`config.mk`:
```
export PLATFORM = sky130hd
export DESIGN_NAME = face_detection_host_bridge
export DESIGN_NICKNAME = d
export VERILOG_FILES = /design/src/rtl/face_detection_host_bridge_pkg.sv /design/src/rtl/face_detection_host_bridge_frame_coord_counter.sv /design/src/rtl/face_detection_host_bridge.sv
export SDC_FILE = /design/constraint.sdc
export NUM_CORES = 1
export LEC_CHECK = 0
export ABC_AREA = 1
export ABC_CLOCK_PERIOD_IN_PS = 6000
export BUFFER_PORTS_ARGS = -buffer_cell sky130_fd_sc_hd__buf_2
export CELL_PAD_IN_SITES_DETAIL_PLACEMENT = 0
export CELL_PAD_IN_SITES_GLOBAL_PLACEMENT = 1
export CORE_MARGIN = 2
export CORE_UTILIZATION = 42
export CTS_CLUSTER_SIZE = 20
export DETAILED_ROUTE_END_ITERATION = 16
export GPL_TIMING_DRIVEN = 0
export PLACE_DENSITY_LB_ADDON = 0.1
export RECOVER_POWER = 50
export SYNTH_ARGS = -nofsm -noshare
export SYNTH_HDL_FRONTEND = slang
export SYNTH_HIERARCHICAL = 1
export SYNTH_SLANG_ARGS = --single-unit
```
`constraint.sdc`:
```
create_clock -name clk -period 6 [get_ports clk]
set_clock_uncertainty 0.1 [all_clocks]
set_input_delay 1.2 -clock clk [delete_from_list [all_inputs] [get_ports clk]]
set_output_delay 1.2 -clock clk [all_outputs]
set_load 0.02 [all_outputs]
```
`src/rtl/face_detection_host_bridge_pkg.sv`:
```
// Shared face-detection constants and the host bridge state encoding.
package face_detection_host_bridge_pkg;

  localparam int DATA_WIDTH_16 = 16;
  localparam int DATA_WIDTH_12 = 12;
  localparam int FRAME_WIDTH   = 800;
  localparam int FRAME_HEIGHT  = 600;
  localparam int COORD_W       = 12;

  typedef enum logic [3:0] {
    IDLE,
    FETCH,
    SEND,
    WAIT_RDY,
    DRAIN_REQ,
    DRAIN_CAP,
    DRAIN_OUT,
    DONE,
    ERR
  } fdh_state_e;

endpackage

```
`src/rtl/face_detection_host_bridge_frame_coord_counter.sv`:
```
// Raster x/y coordinate counter that saturates on the last pixel of the frame
// and raises a sticky last flag there.
module frame_coord_counter #(
  parameter int FRAME_WIDTH  = 800,
  parameter int FRAME_HEIGHT = 600,
  parameter int COORD_W      = 12
) (
  input  logic               clk,
  input  logic               reset,
  input  logic               clear,
  input  logic               advance,
  output logic [COORD_W-1:0] x,
  output logic [COORD_W-1:0] y,
  output logic               last
);

  localparam logic [COORD_W-1:0] X_MAX = COORD_W'(FRAME_WIDTH - 1);
  localparam logic [COORD_W-1:0] Y_MAX = COORD_W'(FRAME_HEIGHT - 1);

  always_ff @(posedge clk or negedge reset) begin
    if (!reset) begin
      x    <= '0;
      y    <= '0;
      last <= 1'b0;
    end else if (clear) begin
      x    <= '0;
      y    <= '0;
      last <= 1'b0;
    end else if (advance && !last) begin
      if (x == X_MAX) begin
        // Final pixel holds the coordinates instead of wrapping past the frame.
        if (y == Y_MAX) begin
          last <= 1'b1;
        end else begin
          x <= '0;
          y <= y + 1'b1;
        end
      end else begin
        x <= x + 1'b1;
      end
    end
  end

endmodule

```
`src/rtl/face_detection_host_bridge.sv`:
```
// Host bridge: streams one frame of pixels into the detection core, then drains
// its result queue to a sink. Optional ready watchdog: FDH_READY_TIMEOUT_EN.
module face_detection_host_bridge #(
  parameter int FRAME_WIDTH    = face_detection_host_bridge_pkg::FRAME_WIDTH,
  parameter int FRAME_HEIGHT   = face_detection_host_bridge_pkg::FRAME_HEIGHT,
  parameter int DATA_WIDTH_16  = face_detection_host_bridge_pkg::DATA_WIDTH_16,
  parameter int DATA_WIDTH_12  = face_detection_host_bridge_pkg::DATA_WIDTH_12,
  parameter int TIMEOUT_CYCLES = 65535
) (
  input  logic                     clk,
  input  logic                     reset,
  input  logic                     i_start,
  input  logic                     i_src_valid,
  input  logic [DATA_WIDTH_16-1:0] i_src_pixel,
  output logic                     o_src_ready,
  output logic                     o_recieve_pixel,
  output logic [DATA_WIDTH_16-1:0] o_pixel,
  input  logic                     i_fpga_ready_recieve_pixel,
  output logic                     o_send_result,
  input  logic [DATA_WIDTH_12-1:0] i_result_data,
  input  logic                     i_result_end,
  output logic                     o_res_valid,
  output logic [DATA_WIDTH_12-1:0] o_res_data,
  input  logic                     i_res_ready,
  output logic                     o_busy,
  output logic                     o_frame_done,
  output logic                     o_error
);
  import face_detection_host_bridge_pkg::*;

  fdh_state_e         state, state_nxt;
  logic               first_pix;
  logic [COORD_W-1:0] x, y;
  logic               last_pix;
  logic [15:0]        res_cnt;
  logic               cnt_clr, cnt_adv;
  logic               tmo;

  frame_coord_counter #(
    .FRAME_WIDTH (FRAME_WIDTH),
    .FRAME_HEIGHT(FRAME_HEIGHT),
    .COORD_W     (COORD_W)
  ) u_coord (
    .clk    (clk),
    .reset  (reset),
    .clear  (cnt_clr),
    .advance(cnt_adv),
    .x      (x),
    .y      (y),
    .last   (last_pix)
  );

`ifdef FDH_READY_TIMEOUT_EN
  logic [15:0] wdog;
  assign tmo = (wdog == 16'(TIMEOUT_CYCLES - 1));

  always_ff @(posedge clk or negedge reset) begin
    if (!reset) begin
      wdog    <= '0;
      o_error <= 1'b0;
    end else begin
      if (state == SEND)          wdog <= '0;
      else if (state == WAIT_RDY) wdog <= wdog + 1'b1;
      if (state == WAIT_RDY && !i_fpga_ready_recieve_pixel && tmo) o_error <= 1'b1;
    end
  end
`else
  assign tmo     = 1'b0;
  assign o_error = 1'b0;
`endif

  always_ff @(posedge clk or negedge reset) begin
    if (!reset) state <= IDLE;
    else        state <= state_nxt;
  end

  always_comb begin
    state_nxt = state;
    cnt_clr   = 1'b0;
    cnt_adv   = 1'b0;
    case (state)
      IDLE: begin
        cnt_clr = 1'b1;
        if (i_start) state_nxt = FETCH;
      end
      FETCH:     if (i_src_valid) state_nxt = SEND;
      SEND: begin
        cnt_adv   = 1'b1;
        state_nxt = WAIT_RDY;
      end
      // A ready pulse coincident with the SEND strobe is dropped by construction.
      WAIT_RDY: begin
        if (i_fpga_ready_recieve_pixel) state_nxt = last_pix ? DRAIN_REQ : FETCH;
        else if (tmo)                   state_nxt = ERR;
      end
      DRAIN_REQ: state_nxt = i_result_end ? DONE : DRAIN_CAP;
      DRAIN_CAP: state_nxt = DRAIN_OUT;
      DRAIN_OUT: if (i_res_ready) state_nxt = DRAIN_REQ;
      DONE:      state_nxt = IDLE;
      ERR:       state_nxt = ERR;
      default:   state_nxt = IDLE;
    endcase
  end

  assign o_src_ready     = (state == FETCH) && i_src_valid;
  assign o_recieve_pixel = (state == SEND);
  assign o_send_result   = (state == DRAIN_REQ) && !i_result_end;
  assign o_frame_done    = (state == DONE);
  assign o_busy          = (state != IDLE);

  always_ff @(posedge clk or negedge reset) begin
    if (!reset) begin
      o_pixel     <= '0;
      o_res_data  <= '0;
      o_res_valid <= 1'b0;
      res_cnt     <= '0;
      first_pix   <= 1'b1;
    end else begin
      if (o_src_ready) o_pixel <= i_src_pixel;
      if (state == DRAIN_CAP) begin
        o_res_data  <= i_result_data;
        o_res_valid <= 1'b1;
      end else if (state == DRAIN_OUT && i_res_ready) begin
        o_res_valid <= 1'b0;
      end
      if (state == IDLE)                          res_cnt <= '0;
      else if (state == DRAIN_OUT && i_res_ready) res_cnt <= res_cnt + 1'b1;
      if (state == IDLE)      first_pix <= 1'b1;
      else if (state == SEND) first_pix <= 1'b0;
    end
  end

  a_first_at_origin: assert property (@(posedge clk) disable iff (!reset)
    first_pix |-> (x == '0 && y == '0));
  a_res_cnt_no_wrap: assert property (@(posedge clk) disable iff (!reset)
    (state == DRAIN_OUT && i_res_ready) |-> (res_cnt != '1));

endmodule

```
==> results of run 1 <==
cell type report:
cell class,instances,area [µm²],area share
clock buffers,9,124,0.0323
repair buffers,68,339,0.0884
well taps,99,124,0.0323
inverters,43,161,0.0421
clock inverters,7,93.8,0.0245
multi-input cells,317,1470,0.382
plain buffers,10,78.8,0.0205
flip-flops and latches,58,1450,0.378
worst register-to-register path: cells and delay by family (launching register included):
kind	cells	cell delay, ns
buffers and inverters	4	0.63
flip-flops	1	0.42
AND/OR/NAND/NOR	7	1.02
metrics by stage:
step | worst slack (ns) | power, W
after floorplan | 3.14 | 0.000936
after global placement | 2.83 | 0.00111
after detailed placement | 2.83 | 0.00111
after CTS | 2.83 | 0.00152
after global routing | 1.47 | 0.00161
final | 2.23 | 0.00149
synthesized netlist by cell type, drive strengths merged (2+ instances only):
library cell,n
nand3,50
inv,42
nand4,2
xor2,6
o21bai,2
nor2,45
ha,2
nand2,171
o21ai,24
nand3b,3
nor3b,2
nor3,6
dfrtp,58
buf,9
routing by layer:
metal,vias up,part of all wire
met1,1312,0.48
li1,1500,-
met3,4,0.043
met4,0,0.0089
met5,-,0
met2,46,0.47
worst max path at each step:
| stage | start | to | slack [ns] | cells after the start |
|---|---|---|---|---|
| after floorplan | i_src_valid | o_src_ready | 3.14 | 3 |
| after global placement | i_src_valid | o_src_ready | 2.83 | 5 |
| after detailed placement | i_src_valid | o_src_ready | 2.83 | 5 |
| after CTS | i_src_valid | o_src_ready | 2.83 | 5 |
| after global routing | reset | o_pixel[1]$_DFFE_PN0P_ | 1.47 | 1 |
| final | reset | o_pixel[4]$_DFFE_PN0P_ | 2.23 | 1 |
registers in the layout (all words and copies together) (netlist names):
signal        cells
o_pixel          16
o_res_data       12
u_coord/x        12
u_coord/y        12
state             4
o_res_valid       1
u_coord/last      1
power groups by stage:
| stage | Clock (W) | Combinational (W) | Sequential [W] |
|---|---|---|---|
| after CTS | 0.000413 | 0.000580 | 0.000526 |
| final | 0.000401 | 0.000561 | 0.000526 |
| after global placement | 0 | 0.000574 | 0.000531 |
| after floorplan | 0 | 0.000348 | 0.000589 |
| after global routing | 0.000430 | 0.000638 | 0.000539 |
| after detailed placement | 0 | 0.000580 | 0.000532 |
logic make-up after synthesis:
group           share of synthesized area
xor+xnor                           0.0193
other cells                       0.00118
buf+inv                            0.0760
compound gates                     0.0500
simple gates                        0.389
fa+ha+maj                         0.00788
flops                               0.457
==> key figures, run 1 <==
Run
  – Max_cap viols: 1

Power and ir drop
  – Internal power component: 0.000887 W
  – Reg power frac: 0.353
  – Pwr per Cell Area: 388 mW/mm²
  – Share of power burned in combinational logic: 0.377
  – Switching power: 0.000601 W
  – Leakage power total: 2.00 nW
  – Switching fraction of total power: 0.404
  – Share of total power in the clock network: 0.269
  – Max IR drop VDD: 0.000219 V

Placement
  – Placed wire-length estimate: 5130 µm
  – Number of placed cells counting well taps: 595
  – Global placement routability congestion: 0.818
  – Placed inst area: 0.00364 mm²
  – Port Buffers: 68

Layout
  – Most used cells in the layout excluding fill and tap cells: sky130_fd_sc_hd__nand2_1 (166), sky130_fd_sc_hd__buf_2 (70), sky130_fd_sc_hd__dfrtp_1 (58)
  – Number of antenna cells inserted: 0
  – Number of standard cells in the final layout excluding fillers: 611
  – Count of filler cells inserted in the layout: 789
  – Final design utilization: 0.526
  – Final instance area: 0.00384 mm²
  – Area Growth Syn to Fin: 20.8%
  – Nets: 544
  – Most frequent standard cell in the layout excluding fill and tap cells: sky130_fd_sc_hd__nand2_1
  – Fraction of final layout cells sized beyond drive strength 1: 0.215

Clock network
  – Postcts setup bufs: 0
  – Clock root buffer: sky130_fd_sc_hd__clkbuf_8
  – CTS H-tree lvls: 3
  – Max Root-Sink Buffers: 2
  – Clk slew on worst S/H paths: 0.07 ns
  – Number of sinks handled by clock tree synthesis: 58
  – # hold bufs at CTS: 0
  – TritonCTS clock tree: done
  – Clock latency reported for the late side of the worst-skew pair: 0.33 ns
  – Post-cts repair resize count: 0
  – Num CTS Buffers: 9

Global route
  – Wire length of the first global-routing pass: 12800 µm
  – Global routing usage on met2: 0.307
  – Global route hottest layer: met2
  – Pin count of the biggest net entering global routing: 59
  – Residual overflow from global routing: 0
  – Vias in the first global route: 2813
  – GR Util All Layers: 0.188
  – Met3 usage in global routing: 0.0415
  – GRT met1 Usage: 0.245
  – Number of antenna violations at the first check in global routing: 0

Setup path
  – Startpoint kind of the worst setup timing path: input port
  – Data arrival time of the critical path: 3.41 ns
  – Cell with the biggest individual delay on the critical path: sky130_fd_sc_hd__clkbuf_1
  – Number of buffers and inverters on the critical path: 1
  – Type of element capturing the critical path: async pin
  – Worst Path Class, Setup: in2async
  – R2R Path End: u_coord/y[2]$_DFFE_PN0P_
  – CP Cell Sequence: clkbuf_1
  – Setup slack, reg-to-reg: 3.74 ns
  – Worst path top cell family by delay: buffers and inverters
  – Launch point of the worst reg-to-reg path: state[3]$_DFFE_PN0P_
  – Critical path required time: 5.64 ns
  – Highest net fanout along the worst path: 58
  – Largest incremental delay on the critical path: 2.17 ns
  – Length in cells of the worst reg-to-reg path: 11

STA
  – Fmax achieved: 265 MHz
  – Final-layout worst hold slack: 0.372 ns
  – Slew @ Worst Pin: 3.14 ns
  – Final Critical Period: 3.78 ns
  – RSZ-0062 raised after global routing: no
  – Number of pins exceeding their max-slew limit in the final report: 59
  – Finish-stage setup viols: 0
  – Setup tns final: 0 ns
  – Final period utilization: 0.629
  – Normalized max-slew margin: -1.09
  – Hold violation count in the final report: 0

Floorplan
  – Ports placed on the boundary: 70
  – Core area: 0.00729 mm²
  – Die Width: 91.0 µm
  – Height of the chip: 91.0 µm
  – Placement row count: 31
  – Die area: 0.00828 mm²
  – Initial Utilization: 0.436

Logic synthesis
  – Synth cell types: 33
  – Cells after synthesis: 428
  – Average footprint of a synthesized cell: 7.42 µm²
  – Share of the synthesized area in the top cell type: 0.457
  – Flip-flop and latch count after synthesis: 58
  – EDFF count, synth: 0
  – Share of async-settable or async-resettable flops after synthesis: 1.00
  – Top post-synthesis cells by area: sky130_fd_sc_hd__dfrtp_1 (46%), sky130_fd_sc_hd__nand2_1 (20%), sky130_fd_sc_hd__nand3_1 (7.4%)
  – Post-Syn Nets: 465
  – Dominant cell type by area after synthesis: sky130_fd_sc_hd__dfrtp_1
  – Sequential share of the synthesized area: 0.457
  – Total standard cell area after synthesis: 0.00318 mm²
  – Main flop type after synthesis: sky130_fd_sc_hd__dfrtp_1
  – Warning count from the yosys run: 6

Hold path
  – End of the worst hold path: o_res_data[7]$_DFFE_PN0P_
  – Number of stages on the worst hold path: 2
  – Hold path startpoint: o_res_data[7]$_DFFE_PN0P_
  – Path class of the lowest-slack min-delay path: reg2reg

Drt
  – Number of antenna-violating nets in the routed design: 0
  – Wirelength per Cell: 11.6 µm
  – Number of detailed-routing iterations run before antenna repair: 4
  – Detailed Route WL: 7110 µm
  – Routed via count divided by cell count: 4.68
  – Detailed-route DRC error count: 0
  – Iter 0 DRT Violations: 87
  – Number of vias after detailed routing: 2862

Run status
  – Failing checks: capacitance limit, slew limit
  – Status: complete, but fails checks
Power figures use the tool's default switching activity.
==> run 2, diff against run 1 <==
Settings changed: ABC_CLOCK_PERIOD_IN_PS 6000 to 3950, CORE_UTILIZATION 42 to 39.
Clock period 6 ns to 3.95 ns, I/O delays scaled along.
==> key figures, run 2 (synthesis results as in run 1) <==
Global route
  – Number of antenna violations at the first check in global routing: 0 (unchanged)
  – Residual overflow from global routing: 0 (unchanged)
  – GR Util All Layers: 0.183 (-0.00570)
  – Wire length of the first global-routing pass: 12800 µm (-0.16%)
  – Pin count of the biggest net entering global routing: 59 (unchanged)
  – Vias in the first global route: 2758 (-2.0%)

STA
  – Final Critical Period: 2.99 ns
  – Setup tns final: 0 ns (unchanged)
  – Fmax achieved: 334 MHz
  – Final period utilization: 0.757
  – Normalized max-slew margin: 0.0302 (+1.12)
  – RSZ-0062 raised after global routing: no
  – Setup WS post-layout: 0.959 ns (-1.27 ns)
  – Hold violation count in the final report: 0 (unchanged)
  – Finish-stage setup viols: 0 (unchanged)
  – Slew @ Worst Pin: 1.45 ns (-1.69 ns)
  – Number of pins exceeding their max-slew limit in the final report: 0 (-100%)

Setup path
  – R2R Path End: u_coord/y[0]$_DFFE_PN0P_
  – Highest net fanout along the worst path: 10 (-83%)
  – Worst Path Class, Setup: reg2out
  – Type of element capturing the critical path: output pin
  – Setup slack, reg-to-reg: 1.62 ns (-2.12 ns)
  – Critical path required time: 3.06 ns (-2.58 ns)
  – Data arrival time of the critical path: 2.10 ns (-1.31 ns)
  – Length in cells of the worst reg-to-reg path: 11 (unchanged)
  – Launch point of the worst reg-to-reg path: state[3]$_DFFE_PN0P_
  – Startpoint kind of the worst setup timing path: flop

Placement
  – Global placement routability congestion: 0.853 (+4.3%)
  – Worst slack at placement: 1.60 ns (-1.23 ns)
  – Port Buffers: 68 (unchanged)
  – Placed wire-length estimate: 5170 µm (+0.80%)

Layout
  – Number of antenna cells inserted: 0 (unchanged)
  – Area Growth Syn to Fin: 21.8%
  – Fraction of final layout cells sized beyond drive strength 1: 0.217 (+0.00195)
  – Flip-flop count of the largest register after layout: 16 (unchanged)
  – Final design utilization: 0.496 (-0.0307)
  – Most used cells in the layout excluding fill and tap cells: sky130_fd_sc_hd__nand2_1 (167), sky130_fd_sc_hd__buf_2 (70), sky130_fd_sc_hd__dfrtp_1 (58)
  – Largest register by flop count: o_pixel
  – Most frequent standard cell in the layout excluding fill and tap cells: sky130_fd_sc_hd__nand2_1
  – Nets: 544 (unchanged)

Drt
  – Detailed Route WL: 7380 µm (+3.8%)
  – Number of vias after detailed routing: 2872 (+0.35%)
  – Number of detailed-routing iterations run before antenna repair: 4 (unchanged)
  – Wirelength per Cell: 12.0 µm (+3.3%)
  – Iter 0 DRT Violations: 133 (+53%)
  – Routed via count divided by cell count: 4.68 (-0.14%)
  – Detailed-route DRC error count: 0 (unchanged)
  – Number of antenna-violating nets in the routed design: 0 (unchanged)

Power and ir drop
  – Pwr per Cell Area: 599 mW/mm² (+54%)
  – Leakage power total: 2.03 nW (+1.3%)
  – Max IR drop VDD: 0.000311 V (+42%)

Clock network
  – Max Root-Sink Buffers: 2 (unchanged)
  – Clk slew on worst S/H paths: 0.07 ns (about the same)
  – Clock root buffer: sky130_fd_sc_hd__clkbuf_8
  – TritonCTS clock tree: done
  – Post-cts repair resize count: 0 (unchanged)
  – CTS H-tree lvls: 3 (unchanged)
  – Number of sinks handled by clock tree synthesis: 58 (unchanged)
  – # hold bufs at CTS: 0 (unchanged)
  – Num CTS Buffers: 9 (unchanged)
  – Clock latency reported for the late side of the worst-skew pair: 0.34 ns (about the same)
  – Postcts setup bufs: 0 (unchanged)

Floorplan
  – Initial Utilization: 0.407 (-0.0288)
  – Die area: 0.00888 mm² (+7.4%)
  – Placement row count: 32 (+3.2%)
  – Die Width: 94.3 µm (+3.6%)
  – Core area: 0.00781 mm² (+7.1%)
  – Height of the chip: 94.3 µm (+3.6%)
  – Ports placed on the boundary: 70 (unchanged)

Run status
  – Status: completed

Hold path
  – Number of stages on the worst hold path: 2 (unchanged)
  – Hold path startpoint: o_res_data[5]$_DFFE_PN0P_
  – Path class of the lowest-slack min-delay path: reg2reg
  – End of the worst hold path: o_res_data[5]$_DFFE_PN0P_

Run
  – Max_cap viols: 0 (-1)
## run 2: per-layer routing
metal | GRT usage | share of wire
met1 | 0.243 | 0.48
met2 | 0.288 | 0.46
met3 | 0.0401 | 0.046
met4 | 0.0761 | 0.018
met5 | 0 | 0
## run 2: worst max-delay path, stage by stage, from the launching register on
cell and delay (ns):
sky130_fd_sc_hd__dfrtp_1 0.41, sky130_fd_sc_hd__nor2_1 0.40, sky130_fd_sc_hd__nand2_1 0.38, sky130_fd_sc_hd__nor2_8 0.25, sky130_fd_sc_hd__buf_8 0.15, sky130_fd_sc_hd__buf_2 0.16
## run 2: worst max-delay path by stage
stage	startpoint	endpoint	slack, ns
5_1_grt	state[3]$_DFFE_PN0P_	o_src_ready	0.74
3_5_place_dp	i_src_valid	o_src_ready	1.60
6_report	state[3]$_DFFE_PN0P_	o_src_ready	0.96
2_1_floorplan	state[3]$_DFFE_PN0P_	u_coord/y[6]$_DFFE_PN0P_	1.61
3_3_place_gp	i_src_valid	o_src_ready	1.60
4_1_cts	state[3]$_DFFE_PN0P_	o_src_ready	1.26
## run 2: per-stage QoR
stage,total power [W],hold slack (ns),cell area [µm²],cells
2_1_floorplan,0.00142,0.342,3180,428
3_3_place_gp,0.00168,0.351,3640,598
3_5_place_dp,0.00169,0.353,3640,598
4_1_cts,0.00236,0.370,3880,614
5_1_grt,0.00249,0.390,3870,614
6_report,0.00232,0.365,3870,614
## run 2: cell type report
cell class / instances / area (µm²)
well taps: 102 / 128
flip-flops and latches: 58 / 1450
clock inverters: 4 / 72.6
clock buffers: 12 / 165
repair buffers: 68 / 340
plain buffers: 10 / 78.8
fillers: 824 / 3940
multi-input cells: 317 / 1470
inverters: 43 / 161
## run 2: power by group
| part | internal (W) | switching, W |
|---|---|---|
| sequential | 0.000715 | 0.0000845 |
| clock | 0.000406 | 0.000249 |
| combinational | 0.000279 | 0.000584 |
